===== src/rtl/addsub_arbiter_if.sv =====
// addsub_arbiter_if: request/response bundle between two requesters, a consumer and the shared add/sub unit.
// Requester N drives reqN_valid/a/b/sub and observes reqN_ready.
// The consumer observes rsp_valid/id/sum/ovf and drives rsp_ready.
// The master modport is the requester/consumer side; the slave modport is the arbiter side.
interface addsub_arbiter_if;
    logic        req0_valid;
    logic        req0_ready;
    logic [15:0] req0_a;
    logic [15:0] req0_b;
    logic        req0_sub;
    logic        req1_valid;
    logic        req1_ready;
    logic [15:0] req1_a;
    logic [15:0] req1_b;
    logic        req1_sub;
    logic        rsp_valid;
    logic        rsp_ready;
    logic        rsp_id;
    logic [15:0] rsp_sum;
    logic        rsp_ovf;

    modport master (
        output req0_valid, req0_a, req0_b, req0_sub,
        output req1_valid, req1_a, req1_b, req1_sub,
        output rsp_ready,
        input  req0_ready, req1_ready,
        input  rsp_valid, rsp_id, rsp_sum, rsp_ovf
    );

    modport slave (
        input  req0_valid, req0_a, req0_b, req0_sub,
        input  req1_valid, req1_a, req1_b, req1_sub,
        input  rsp_ready,
        output req0_ready, req1_ready,
        output rsp_valid, rsp_id, rsp_sum, rsp_ovf
    );
endinterface


===== src/rtl/addsub_arbiter.sv =====
// addsub_arbiter: two requesters share one saturating 16-bit add/sub datapath through an arbiter.
// Ports: clk, rst (sync, active-high), bus (addsub_arbiter_if.slave: request and response channels),
// busy (high whenever the FSM is not IDLE).
// PRIO_FIXED=0 selects round-robin; PRIO_FIXED=1 lets requester 0 win every contention.

// cla_16bit_addsub: 16-bit two's-complement add/sub with saturation.
// Ports: a, b operands; sub=1 computes a-b; sum is the saturated result.
module cla_16bit_addsub (
    input  logic [15:0] a,
    input  logic [15:0] b,
    input  logic        sub,
    output logic [15:0] sum
);
    logic [15:0] bx, g, p, raw;
    logic [16:0] c;
    logic [3:0]  gg, pg;
    logic        ovf;

    assign bx = b ^ {16{sub}};
    assign g  = a & bx;
    assign p  = a ^ bx;

    // Ripple inside each 4-bit group; group carry-out comes from the group generate/propagate terms.
    always_comb begin
        c    = '0;
        gg   = '0;
        pg   = '0;
        c[0] = sub;
        for (int j = 0; j < 4; j++) begin
            pg[j] = &p[4*j +: 4];
            gg[j] = g[4*j+3] | (p[4*j+3] & (g[4*j+2] | (p[4*j+2] & (g[4*j+1] | (p[4*j+1] & g[4*j])))));
            for (int k = 0; k < 3; k++)
                c[4*j+k+1] = g[4*j+k] | (p[4*j+k] & c[4*j+k]);
            c[4*j+4] = gg[j] | (pg[j] & c[4*j]);
        end
    end

    assign raw = p ^ c[15:0];
    // Signed overflow iff carry into and out of the sign bit differ; carry-out tells the direction.
    assign ovf = c[16] ^ c[15];
    assign sum = ovf ? (c[16] ? 16'h8000 : 16'h7fff) : raw;
endmodule

module addsub_arbiter #(
    parameter bit PRIO_FIXED = 1'b0
) (
    input  logic                 clk,
    input  logic                 rst,
    addsub_arbiter_if.slave      bus,
    output logic                 busy
);
    typedef enum logic [1:0] {IDLE, EXEC, RESP} state_t;

    state_t      state, state_d;
    logic        last_grant;
    logic [15:0] op_a, op_b;
    logic        op_sub, op_id;
    logic        sel;
    logic [15:0] dp_sum;
    logic [16:0] wide;

    cla_16bit_addsub u_dp (
        .a   (op_a),
        .b   (op_b),
        .sub (op_sub),
        .sum (dp_sum)
    );

    // Exact 17-bit result; its top two bits disagree exactly when the value leaves the 16-bit range.
    assign wide = op_sub ? {op_a[15], op_a} - {op_b[15], op_b} : {op_a[15], op_a} + {op_b[15], op_b};

    assign sel  = (bus.req0_valid & bus.req1_valid) ? (PRIO_FIXED ? 1'b0 : ~last_grant) : bus.req1_valid;
    assign busy = state != IDLE;

    always_comb begin
        state_d        = state;
        bus.req0_ready = 1'b0;
        bus.req1_ready = 1'b0;
        case (state)
            IDLE: begin
                bus.req0_ready = bus.req0_valid & ~sel;
                bus.req1_ready = bus.req1_valid & sel;
                state_d        = (bus.req0_valid | bus.req1_valid) ? EXEC : IDLE;
            end
            EXEC:    state_d = RESP;
            RESP:    state_d = bus.rsp_ready ? IDLE : RESP;
            default: state_d = IDLE;
        endcase
    end

    always_ff @(posedge clk) begin
        if (rst) begin
            state         <= IDLE;
            last_grant    <= 1'b1;
            op_a          <= '0;
            op_b          <= '0;
            op_sub        <= 1'b0;
            op_id         <= 1'b0;
            bus.rsp_valid <= 1'b0;
            bus.rsp_id    <= 1'b0;
            bus.rsp_sum   <= '0;
            bus.rsp_ovf   <= 1'b0;
        end else begin
            state <= state_d;
            if (state == IDLE && (bus.req0_ready | bus.req1_ready)) begin
                op_a       <= sel ? bus.req1_a : bus.req0_a;
                op_b       <= sel ? bus.req1_b : bus.req0_b;
                op_sub     <= sel ? bus.req1_sub : bus.req0_sub;
                op_id      <= sel;
                last_grant <= sel;
            end
            if (state == EXEC) begin
                bus.rsp_sum   <= dp_sum;
                bus.rsp_id    <= op_id;
                bus.rsp_ovf   <= wide[16] ^ wide[15];
                bus.rsp_valid <= 1'b1;
            end
            if (state == RESP && bus.rsp_ready)
                bus.rsp_valid <= 1'b0;
        end
    end
endmodule


===== src/flat_wrapper.sv =====
// flat-port wrapper written by rule: the top's interface ports become plain ports
module addsub_arbiter_flat 
#(
    parameter bit PRIO_FIXED = 1'b0
)
  (clk, rst, busy, bus_req0_valid, bus_req0_a, bus_req0_b, bus_req0_sub, bus_req1_valid, bus_req1_a, bus_req1_b, bus_req1_sub, bus_rsp_ready, bus_req0_ready, bus_req1_ready, bus_rsp_valid, bus_rsp_id, bus_rsp_sum, bus_rsp_ovf);
  addsub_arbiter_if bus_i ();
  input  logic clk;
  input  logic rst;
  output logic busy;
  input wire logic [$bits(bus_i.req0_valid)-1:0] bus_req0_valid;
  input wire logic [$bits(bus_i.req0_a)-1:0] bus_req0_a;
  input wire logic [$bits(bus_i.req0_b)-1:0] bus_req0_b;
  input wire logic [$bits(bus_i.req0_sub)-1:0] bus_req0_sub;
  input wire logic [$bits(bus_i.req1_valid)-1:0] bus_req1_valid;
  input wire logic [$bits(bus_i.req1_a)-1:0] bus_req1_a;
  input wire logic [$bits(bus_i.req1_b)-1:0] bus_req1_b;
  input wire logic [$bits(bus_i.req1_sub)-1:0] bus_req1_sub;
  input wire logic [$bits(bus_i.rsp_ready)-1:0] bus_rsp_ready;
  output wire logic [$bits(bus_i.req0_ready)-1:0] bus_req0_ready;
  output wire logic [$bits(bus_i.req1_ready)-1:0] bus_req1_ready;
  output wire logic [$bits(bus_i.rsp_valid)-1:0] bus_rsp_valid;
  output wire logic [$bits(bus_i.rsp_id)-1:0] bus_rsp_id;
  output wire logic [$bits(bus_i.rsp_sum)-1:0] bus_rsp_sum;
  output wire logic [$bits(bus_i.rsp_ovf)-1:0] bus_rsp_ovf;
  assign bus_i.req0_valid = bus_req0_valid;
  assign bus_i.req0_a = bus_req0_a;
  assign bus_i.req0_b = bus_req0_b;
  assign bus_i.req0_sub = bus_req0_sub;
  assign bus_i.req1_valid = bus_req1_valid;
  assign bus_i.req1_a = bus_req1_a;
  assign bus_i.req1_b = bus_req1_b;
  assign bus_i.req1_sub = bus_req1_sub;
  assign bus_i.rsp_ready = bus_rsp_ready;
  assign bus_req0_ready = bus_i.req0_ready;
  assign bus_req1_ready = bus_i.req1_ready;
  assign bus_rsp_valid = bus_i.rsp_valid;
  assign bus_rsp_id = bus_i.rsp_id;
  assign bus_rsp_sum = bus_i.rsp_sum;
  assign bus_rsp_ovf = bus_i.rsp_ovf;
  addsub_arbiter #(.PRIO_FIXED(PRIO_FIXED)) u_core (.clk(clk), .rst(rst), .bus(bus_i), .busy(busy));
endmodule

===== config.mk =====
export PLATFORM = sky130hd
export DESIGN_NAME = addsub_arbiter_flat
export DESIGN_NICKNAME = d
export VERILOG_FILES = /design/src/rtl/addsub_arbiter_if.sv /design/src/rtl/addsub_arbiter.sv /design/src/flat_wrapper.sv
export SDC_FILE = /design/constraint.sdc
export NUM_CORES = 1
export LEC_CHECK = 0
export BUFFER_PORTS_ARGS = -buffer_cell sky130_fd_sc_hd__buf_4
export CORE_ASPECT_RATIO = 0.7
export CORE_MARGIN = 3
export CORE_UTILIZATION = 25
export DETAILED_ROUTE_END_ITERATION = 8
export SYNTH_ARGS = -nofsm -noshare
export SYNTH_HDL_FRONTEND = slang
export SYNTH_SLANG_ARGS = --single-unit

===== constraint.sdc =====
create_clock -name clk -period 3.6 [get_ports clk]
set_clock_uncertainty 0.05 [all_clocks]
set_input_delay 0.54 -clock clk [delete_from_list [all_inputs] [get_ports clk]]
set_output_delay 0.54 -clock clk [all_outputs]
set_load 0.1 [all_outputs]

==> results.env, run 1 <==
RUN_STATUS='completed'
SEQUENTIALPOWERSHARE_PCT=29.0
FINAL-MAX-SLEW-VIOLATION-COUNT=0
FINAL_CELL_AREA_SQ_MM=0.00539
WORSTPATHARRIVAL_NS=3.71
SYNTHESIS.AREA_SQ_MM=0.00410
DRT_FIRST_ITER_VIOLATIONS=187
SYNTH_CELL_TYPE_COUNT=50
YOSYSTOPAREACELLSHARE_PCT=27.4
YOSYSWARNINGS=0
POSTPLACECELLAREA_SQ_MM=0.00513
UNREPAIRED_SETUP_ENDPOINTS_AFTER_GLOBAL_ROUTING='yes'
CP-END-KIND='flop'
FINALSETUPVIOLATIONS=0
FINAL_HOLD_VIOLS=0
DIE_H_UM=113
SYNTHESIS.INSTANCES=496
ROUTE.VIAS.TOTAL=3634
NFILLCELLS=1664
SYN-NUM-NETS=611
ANTENNA_LEFT=0
SYN_TO_FINAL_GROWTH_PCT=31.6
LAYOUT_COMMON_CELLS='115 x sky130_fd_sc_hd__buf_4, 70 x sky130_fd_sc_hd__nor2_1, 53 x sky130_fd_sc_hd__dfxtp_1, 36 x sky130_fd_sc_hd__mux2i_1, 36 x sky130_fd_sc_hd__a211oi_1'
GRTUSAGETOTAL_PCT=12.4
INSERTION_DELAY_OF_THE_LATER_CLOCKED_PIN_IN_THE_WORST_SKEW_PAIR_NS=0.30
PLACE.PORT_BUFFERS=92
ORDERED_CELL_LIST_FOR_THE_CRITICAL_PATH='inv_1 > ha_2 > or4b_4 > nor3_4 > a21oi_2 > xnor2_1 > ha_1 > and4_4 > and2_0 > a22o_1 > a31o_1 > or4_4 > o311ai_4'
DR.PASS1.ITERS=4
CLKPWRFRAC_PCT=18.7
STATIC-LEAKAGE-POWER_nW=2.42
CLKSLEWWORSTSETUPHOLDPATHS_NS=0.07
TRITONCTS='built'
WORST_SLEW_PIN_SLEW_NS=0.833
DIE_AREA_SQ_MM=0.0180
SYNTH_EDF_COUNT=0
POSTSYNTHAREAPERCELL_SQ_UM=8.26
NUM_ROWS=38
VIAS_IN_THE_FIRST_GLOBAL_ROUTE=3590
TIMING.CRITICAL_PATH.MAX_DELAY_FAMILY='simple AND/OR/NAND/NOR gates'
IR_WORST_VDD_mV=0.161
DRT_WL_TOTAL_UM=11000
CRIT_BUF_INV=1
POSTSYNTHREGISTERBITS=56
WORSTPATHMAXFANOUT=4
REQUIRED_NS=3.76
TOPROUTINGLAYERUSED='met4'
CRIT_TYPE='flop to flop'
CLOCK_PATH_BUFFERS=2
ANTENNA_VIOLATIONS_BEFORE_REPAIR=0
HP-CLASS='flop to flop'
CRITICAL_PATH.STARTPOINT_TYPE='flop'
VIA_PER_INSTANCE_RATIO=4.50
CRITICAL_PATH.SLOWEST_CELL='sky130_fd_sc_hd__or4_4'
GPL.FINAL_WEIGHTED_CONGESTION=0.875
ACHIEVABLE-FREQUENCY_MHz=282
SWITCHINGPOWER_mW=1.18
MAX-CAP-VIOLATIONS=0
FINAL_COMMON_CELL='sky130_fd_sc_hd__buf_4'
POWER.INTERNAL_mW=1.54
CTS-BUFFERS-INSERTED=5
HOLD_BUF_CTS=0
MET1WIRELENGTH_UM=5860
POST-ROUTE-PERIOD-UTIL_PCT=98.6
SHARE_OF_FLIP_FLOPS_WITH_AN_ASYNCHRONOUS_SET_OR_RESET_PCT=0
POST-ROUTE-MIN-PERIOD_NS=3.55
DP.FINAL_HPWL_UM=8600
CLOCK_TREE.HTREE_LEVEL_COUNT=2
YS_SEQ_AREA_SHARE_PCT=27.4
TOP_LEVEL_I_O_COUNT=93
OVERFLOW_LEFT_AFTER_GLOBAL_ROUTING=0
ANTENNA_CELLS=0
LAYOUT-DRIVE-GT1-SHARE_PCT=25.0
RELSLEWSLACK_PCT=44.2
CTS.ROOT.BUFFER_CELL='sky130_fd_sc_hd__clkbuf_16'
SYNTH_AREA_LEADERS='sky130_fd_sc_hd__dfxtp_1 27%, sky130_fd_sc_hd__ha_1 10%, sky130_fd_sc_hd__mux2i_1 8.8%'
REMAINING_DRC_ERRORS=0
FINISHED_CORE_UTIL_PCT=34.1
PLACEABLECOREAREA_SQ_MM=0.0158
POWER_FRAC_COMB_PCT=52.3
GRT_START_MAX_NET_PINS=67
SWITCHING_SHARE_PCT=43.5
NUM-NETS-FINAL=702
SLOWEST_CELL_DELAY_ON_CRITICAL_PATH_NS=0.50
SYNTH_AREA_LEADER_CELL='sky130_fd_sc_hd__dfxtp_1'
GLOBAL_ROUTE_WIRE_LENGTH_BEFORE_REPAIR_UM=18000
DIE_X_UM=159
DRT-WIRELENGTH-PER-CELL_UM=13.6
ROUTED-WL-MET3_UM=648
POWER.DENSITY_CELL_AREA_mW_PER_MM2=504
CLOCK-SINKS=56
INITIAL_UTILIZATION_PCT=26.0
SYNTH_FLOP_CELL='sky130_fd_sc_hd__dfxtp_1'
MET2_LENGTH_UM=4360
## kinds of logic after synthesis
logic type	after synthesis	synth area share (%)
mux	36	8.80
fa+ha+maj	44	15.5
simple gates	139	15.7
flops	56	27.4
buf+inv	65	6.02
xor+xnor	34	7.27
compound gates	122	19.4
## per-stage QoR
step	cells	setup slack (ns)	hold WS (ns)	setup TNS [ns]	total power [mW]
5_1_grt	808	-0.0697	0.424	-0.0697	2.95
2_1_floorplan	496	0.103	0.382	0	1.78
3_5_place_dp	797	0.0249	0.397	0	2.17
6_report	808	0.0491	0.405	0	2.72
3_3_place_gp	797	0.0332	0.394	0	2.16
4_1_cts	805	0.00571	0.409	0	2.69
## synth_stat cells, types with 2 or more instances
cell type / number
sky130_fd_sc_hd__a21oi_1: 35
sky130_fd_sc_hd__a31oi_1: 5
sky130_fd_sc_hd__buf_1: 3
sky130_fd_sc_hd__dfxtp_1: 56
sky130_fd_sc_hd__o21ai_1: 4
sky130_fd_sc_hd__xor2_1: 19
sky130_fd_sc_hd__and4_1: 4
sky130_fd_sc_hd__nand2b_1: 3
sky130_fd_sc_hd__a21o_1: 7
sky130_fd_sc_hd__buf_2: 2
sky130_fd_sc_hd__fa_1: 11
sky130_fd_sc_hd__a211oi_1: 36
sky130_fd_sc_hd__inv_1: 31
sky130_fd_sc_hd__nor3_1: 22
sky130_fd_sc_hd__nor2_1: 71
sky130_fd_sc_hd__clkbuf_1: 28
sky130_fd_sc_hd__nand3b_1: 2
sky130_fd_sc_hd__or4_1: 2
sky130_fd_sc_hd__xnor2_1: 15
sky130_fd_sc_hd__ha_1: 33
sky130_fd_sc_hd__o21ai_0: 17
sky130_fd_sc_hd__nand2_1: 23
sky130_fd_sc_hd__nor2b_1: 2
sky130_fd_sc_hd__a211o_1: 3
sky130_fd_sc_hd__mux2i_1: 36
sky130_fd_sc_hd__a31o_1: 2
## cell type report
| type | instances | area [sq um] | area share (%) |
|---|---|---|---|
| multi-input cells | 375 | 2830 | 52.4 |
| well taps | 220 | 275 | 5.11 |
| clock buffers | 8 | 146 | 2.72 |
| repair buffers | 117 | 895 | 16.6 |
| flip-flops and latches | 56 | 1130 | 20.9 |
| inverters | 32 | 120 | 2.23 |
## routing by layer
layer | vias up | track usage [%]
li1 | 1937 | -
met1 | 1609 | 18.4
met2 | 79 | 17.9
met3 | 9 | 2.96
met4 | 0 | 2.86
met5 | - | 0
## power by group through the flow
stage	Sequential [mW]	Combinational [mW]	Clock [mW]
2_1_floorplan	0.972	0.812	0
3_3_place_gp	0.801	1.36	0
3_5_place_dp	0.803	1.37	0
4_1_cts	0.788	1.38	0.519
5_1_grt	0.803	1.59	0.550
6_report	0.788	1.42	0.507
## worst paths after layout
path	slack [ns]	start	to	cells after the start
worst max-delay path	0.05	u_core.op_b[1]	u_core.bus.rsp_ovf	13
worst min-delay path	0.40	u_core.op_id	u_core.bus.rsp_id	2
worst max register to register	0.05	u_core.op_b[1]	u_core.bus.rsp_ovf	13
worst min register to register	0.40	u_core.op_id	u_core.bus.rsp_id	2
## repair_timing
| item | in CTS | in global routing |
|---|---|---|
| endpoints found under the hold margin | 0 | 0 |
| buffers inserted | 0 | 3 |
| gates resized for setup | 0 | 23 |
| setup endpoints to repair | 0 | 16 |
## registers in the layout, summed over array words and instances (netlist names)
name and cells:
u_core.op_b 16, u_core.bus.rsp_valid 1, u_core.bus.rsp_ovf 1, u_core.bus.rsp_sum 16, u_core.state 2, u_core.op_id 1, u_core.op_sub 1, u_core.op_a 16
u_core.bus.rsp_id 1, u_core.last_grant 1
## worst min-delay path: stages (launching register included)
cell	delay [ns]
sky130_fd_sc_hd__dfxtp_1	0.31
sky130_fd_sc_hd__nand2_1	0.05
sky130_fd_sc_hd__a21oi_1	0.05
(Power assumes the default switching activity.)
==> run 2, diff against run 1 <==
--- a/config.mk
+++ b/config.mk
@@ -10,6 +10,7 @@
 export CORE_MARGIN = 3
 export CORE_UTILIZATION = 25
 export DETAILED_ROUTE_END_ITERATION = 8
+export RECOVER_POWER = 25
 export SYNTH_ARGS = -nofsm -noshare
 export SYNTH_HDL_FRONTEND = slang
 export SYNTH_SLANG_ARGS = --single-unit
==> results.env, run 2 (synthesized netlist as in run 1, its figures left out) <==
REQUIRED_NS=3.76  # about the same
SWITCHINGPOWER_mW=1.18  # about the same
FINAL_CELL_AREA_SQ_MM=0.00533  # -1.0%
GPL.FINAL_WEIGHTED_CONGESTION=0.875  # unchanged
FINAL-MAX-SLEW-VIOLATION-COUNT=0  # unchanged
ANTENNA_LEFT=0  # unchanged
DIE_H_UM=113  # unchanged
MIN_PATH_CELLS=2  # unchanged
WORST_SLEW_PIN_SLEW_NS=1.19  # +0.355 ns
LAYOUT-DRIVE-GT1-SHARE_PCT=22.4  # -2.6 points
SLOWEST_CELL_DELAY_ON_CRITICAL_PATH_NS=0.50  # about the same
CP-END-KIND='flop'
CTS-BUFFERS-INSERTED=5  # unchanged
HP-CLASS='flop to flop'
CRIT_TYPE='flop to flop'
R2R_START='u_core.op_b[1]'
DRT_FIRST_ITER_VIOLATIONS=180  # -3.7%
LAYOUT_TOP_REGISTERS='u_core.bus.rsp_sum (16), u_core.op_a (16), u_core.op_b (16)'
CLOCK_PATH_BUFFERS=2  # unchanged
RELSLEWSLACK_PCT=21.1  # -23 points
DP.FINAL_HPWL_UM=8600  # unchanged
CRITICAL_PATH.STARTPOINT_TYPE='flop'
DIE_X_UM=159  # unchanged
STATIC-LEAKAGE-POWER_nW=2.36  # -2.5%
ANTENNA_VIOLATIONS_BEFORE_REPAIR=0  # unchanged
DR.PASS1.ITERS=4  # unchanged
NFILLCELLS=1671  # +0.42%
ACHIEVABLE-FREQUENCY_MHz=281  # about the same
PLACE.PORT_BUFFERS=92  # unchanged
GLOBAL_ROUTE_WIRE_LENGTH_BEFORE_REPAIR_UM=18000  # unchanged
INSERTION_DELAY_OF_THE_LATER_CLOCKED_PIN_IN_THE_WORST_SKEW_PAIR_NS=0.30  # about the same
FINAL_COMMON_CELL='sky130_fd_sc_hd__buf_4'
POST-ROUTE-PERIOD-UTIL_PCT=98.7  # about the same
FINALSETUPVIOLATIONS=0  # unchanged
CRIT_BUF_INV=1  # unchanged
CTS.ROOT.BUFFER_CELL='sky130_fd_sc_hd__clkbuf_16'
TIMING.RR.END='u_core.bus.rsp_ovf'
INITIAL_UTILIZATION_PCT=26.0  # unchanged
PLACEABLECOREAREA_SQ_MM=0.0158  # unchanged
RR_WORST_DEPTH=13  # unchanged
FINAL_CELLS=808  # unchanged
GRTUSAGETOTAL_PCT=12.4  # unchanged
REPORT.POWER.TOTAL_mW=2.70  # -0.67%
POWER_FRAC_COMB_PCT=52.0  # -0.3 points
RUN_STATUS='completed'
NUM_ROWS=38  # unchanged
CLKPWRFRAC_PCT=18.8  # about the same
CRITICAL_PATH.SLOWEST_CELL='sky130_fd_sc_hd__or4_4'
CLOCK_TREE.HTREE_LEVEL_COUNT=2  # unchanged
IR_WORST_VDD_mV=0.161  # about the same
SEQUENTIALPOWERSHARE_PCT=29.2  # +0.2 points
DRT-WIRELENGTH-PER-CELL_UM=13.6  # about the same
DRT_WL_TOTAL_UM=11000  # about the same
TRITONCTS='built'
POSTPLACECELLAREA_SQ_MM=0.00513  # unchanged
NUM-NETS-FINAL=702  # unchanged
TIMING.CRITICAL_PATH.MAX_DELAY_FAMILY='simple AND/OR/NAND/NOR gates'
HOLD_END='u_core.bus.rsp_id'
WORSTPATHMAXFANOUT=4  # unchanged
TOP_LEVEL_I_O_COUNT=93  # unchanged
LAYOUT_COMMON_CELLS='100 x sky130_fd_sc_hd__buf_4, 70 x sky130_fd_sc_hd__nor2_1, 53 x sky130_fd_sc_hd__dfxtp_1, 36 x sky130_fd_sc_hd__mux2i_1, 36 x sky130_fd_sc_hd__a211oi_1'
POWER.DENSITY_CELL_AREA_mW_PER_MM2=506  # +0.38%
ANTENNA_CELLS=0  # unchanged
POST-ROUTE-MIN-PERIOD_NS=3.55  # +0.00157 ns
ORDERED_CELL_LIST_FOR_THE_CRITICAL_PATH='inv_1 > ha_2 > or4b_4 > nor3_4 > a21oi_2 > xnor2_1 > ha_1 > and4_4 > and2_0 > a22o_1 > a31o_1 > or4_4 > o311ai_4'
DIE_AREA_SQ_MM=0.0180  # unchanged
R2R_SETUP_SLACK_NS=0.05  # about the same
FINAL_HOLD_VIOLS=0  # unchanged
HP-START='u_core.op_id'
SYN_TO_FINAL_GROWTH_PCT=30.2
CLKSLEWWORSTSETUPHOLDPATHS_NS=0.07  # about the same
ROUTE.VIAS.TOTAL=3662  # +0.77%
VIA_PER_INSTANCE_RATIO=4.53  # +0.77%
DPL.CELL_COUNT=797  # unchanged
SETUP-TNS-FINAL_NS=0  # unchanged
VIAS_IN_THE_FIRST_GLOBAL_ROUTE=3590  # unchanged
UNREPAIRED_SETUP_ENDPOINTS_AFTER_GLOBAL_ROUTING='yes'
CLOCK-SINKS=56  # unchanged
MAX-CAP-VIOLATIONS=0  # unchanged
OVERFLOW_LEFT_AFTER_GLOBAL_ROUTING=0  # unchanged
WORSTPATHARRIVAL_NS=3.71  # about the same
REMAINING_DRC_ERRORS=0  # unchanged
POWER.INTERNAL_mW=1.52  # -1.2%
SWITCHING_SHARE_PCT=43.7  # +0.29 points
GRT_START_MAX_NET_PINS=67  # unchanged
[run 2: cell count changes in the layout (fill, tap and decap cells not counted)]
| cell | before | now |
|---|---|---|
| sky130_fd_sc_hd__clkbuf_1 | 2 | 17 |
| sky130_fd_sc_hd__buf_4 | 115 | 100 |
[run 2: worst max-delay path by stage]
stage,from,endpoint,slack [ns],cells after the start
final,u_core.op_b[1],u_core.bus.rsp_ovf,0.05,13
after global routing,u_core.op_b[1],u_core.bus.rsp_ovf,-0.07,13
after CTS,u_core.op_b[1],u_core.bus.rsp_ovf,0.006,13
after detailed placement,u_core.op_b[1],u_core.bus.rsp_ovf,0.02,13
after global placement,u_core.op_b[7],u_core.bus.rsp_ovf,0.03,11
after floorplan,u_core.op_sub,u_core.bus.rsp_sum[3],0.10,15
[run 2: repair_timing]
item,4_1_cts,5_1_grt
setup endpoints to repair,0,16
buffers inserted,0,3
gates resized for setup,0,23
hold buffers,0,0
[run 2: worst min-delay path, cell delays in order, from the launching register on]
cell and delay (ns):
sky130_fd_sc_hd__dfxtp_1 0.31, sky130_fd_sc_hd__nand2_1 0.05, sky130_fd_sc_hd__a21oi_1 0.05
[run 2: final cells by class]
cell class | instances | area [sq um] | share of cell area (%)
Multi-Input combinational cell | 375 | 2830 | 53.0
Tap cell | 220 | 275 | 5.16
Sequential cell | 56 | 1130 | 21.1
Timing Repair Buffer | 117 | 838 | 15.7
Clock buffer | 8 | 146 | 2.75
Inverter | 32 | 120 | 2.25
[run 2: routing by layer]
metal | up-vias | GRT usage (%) | wire (um)
li1 | 1934 | - | -
met1 | 1634 | 18.4 | 5830
met4 | 0 | 2.86 | 139
met2 | 85 | 17.9 | 4340
met3 | 9 | 2.96 | 688
met5 | - | 0 | 0
[run 2: power groups by stage]
stage               logic [mW]  registers [mW]  clock network [mW]
floorplan                0.812           0.972                   0
global placement          1.36           0.801                   0
detailed placement        1.37           0.803                   0
CTS                       1.38           0.788               0.519
global route              1.58           0.803               0.550
finish                    1.40           0.788               0.507
[run 2: stage by stage]
stage,setup WS [ns],util (%),hold WS (ns)
6_report,0.0475,33.8,0.405
5_1_grt,-0.0697,33.8,0.430
4_1_cts,0.00571,33.5,0.409
3_5_place_dp,0.0249,32.5,0.397
3_3_place_gp,0.0332,32.5,0.394
2_1_floorplan,0.103,-,0.382
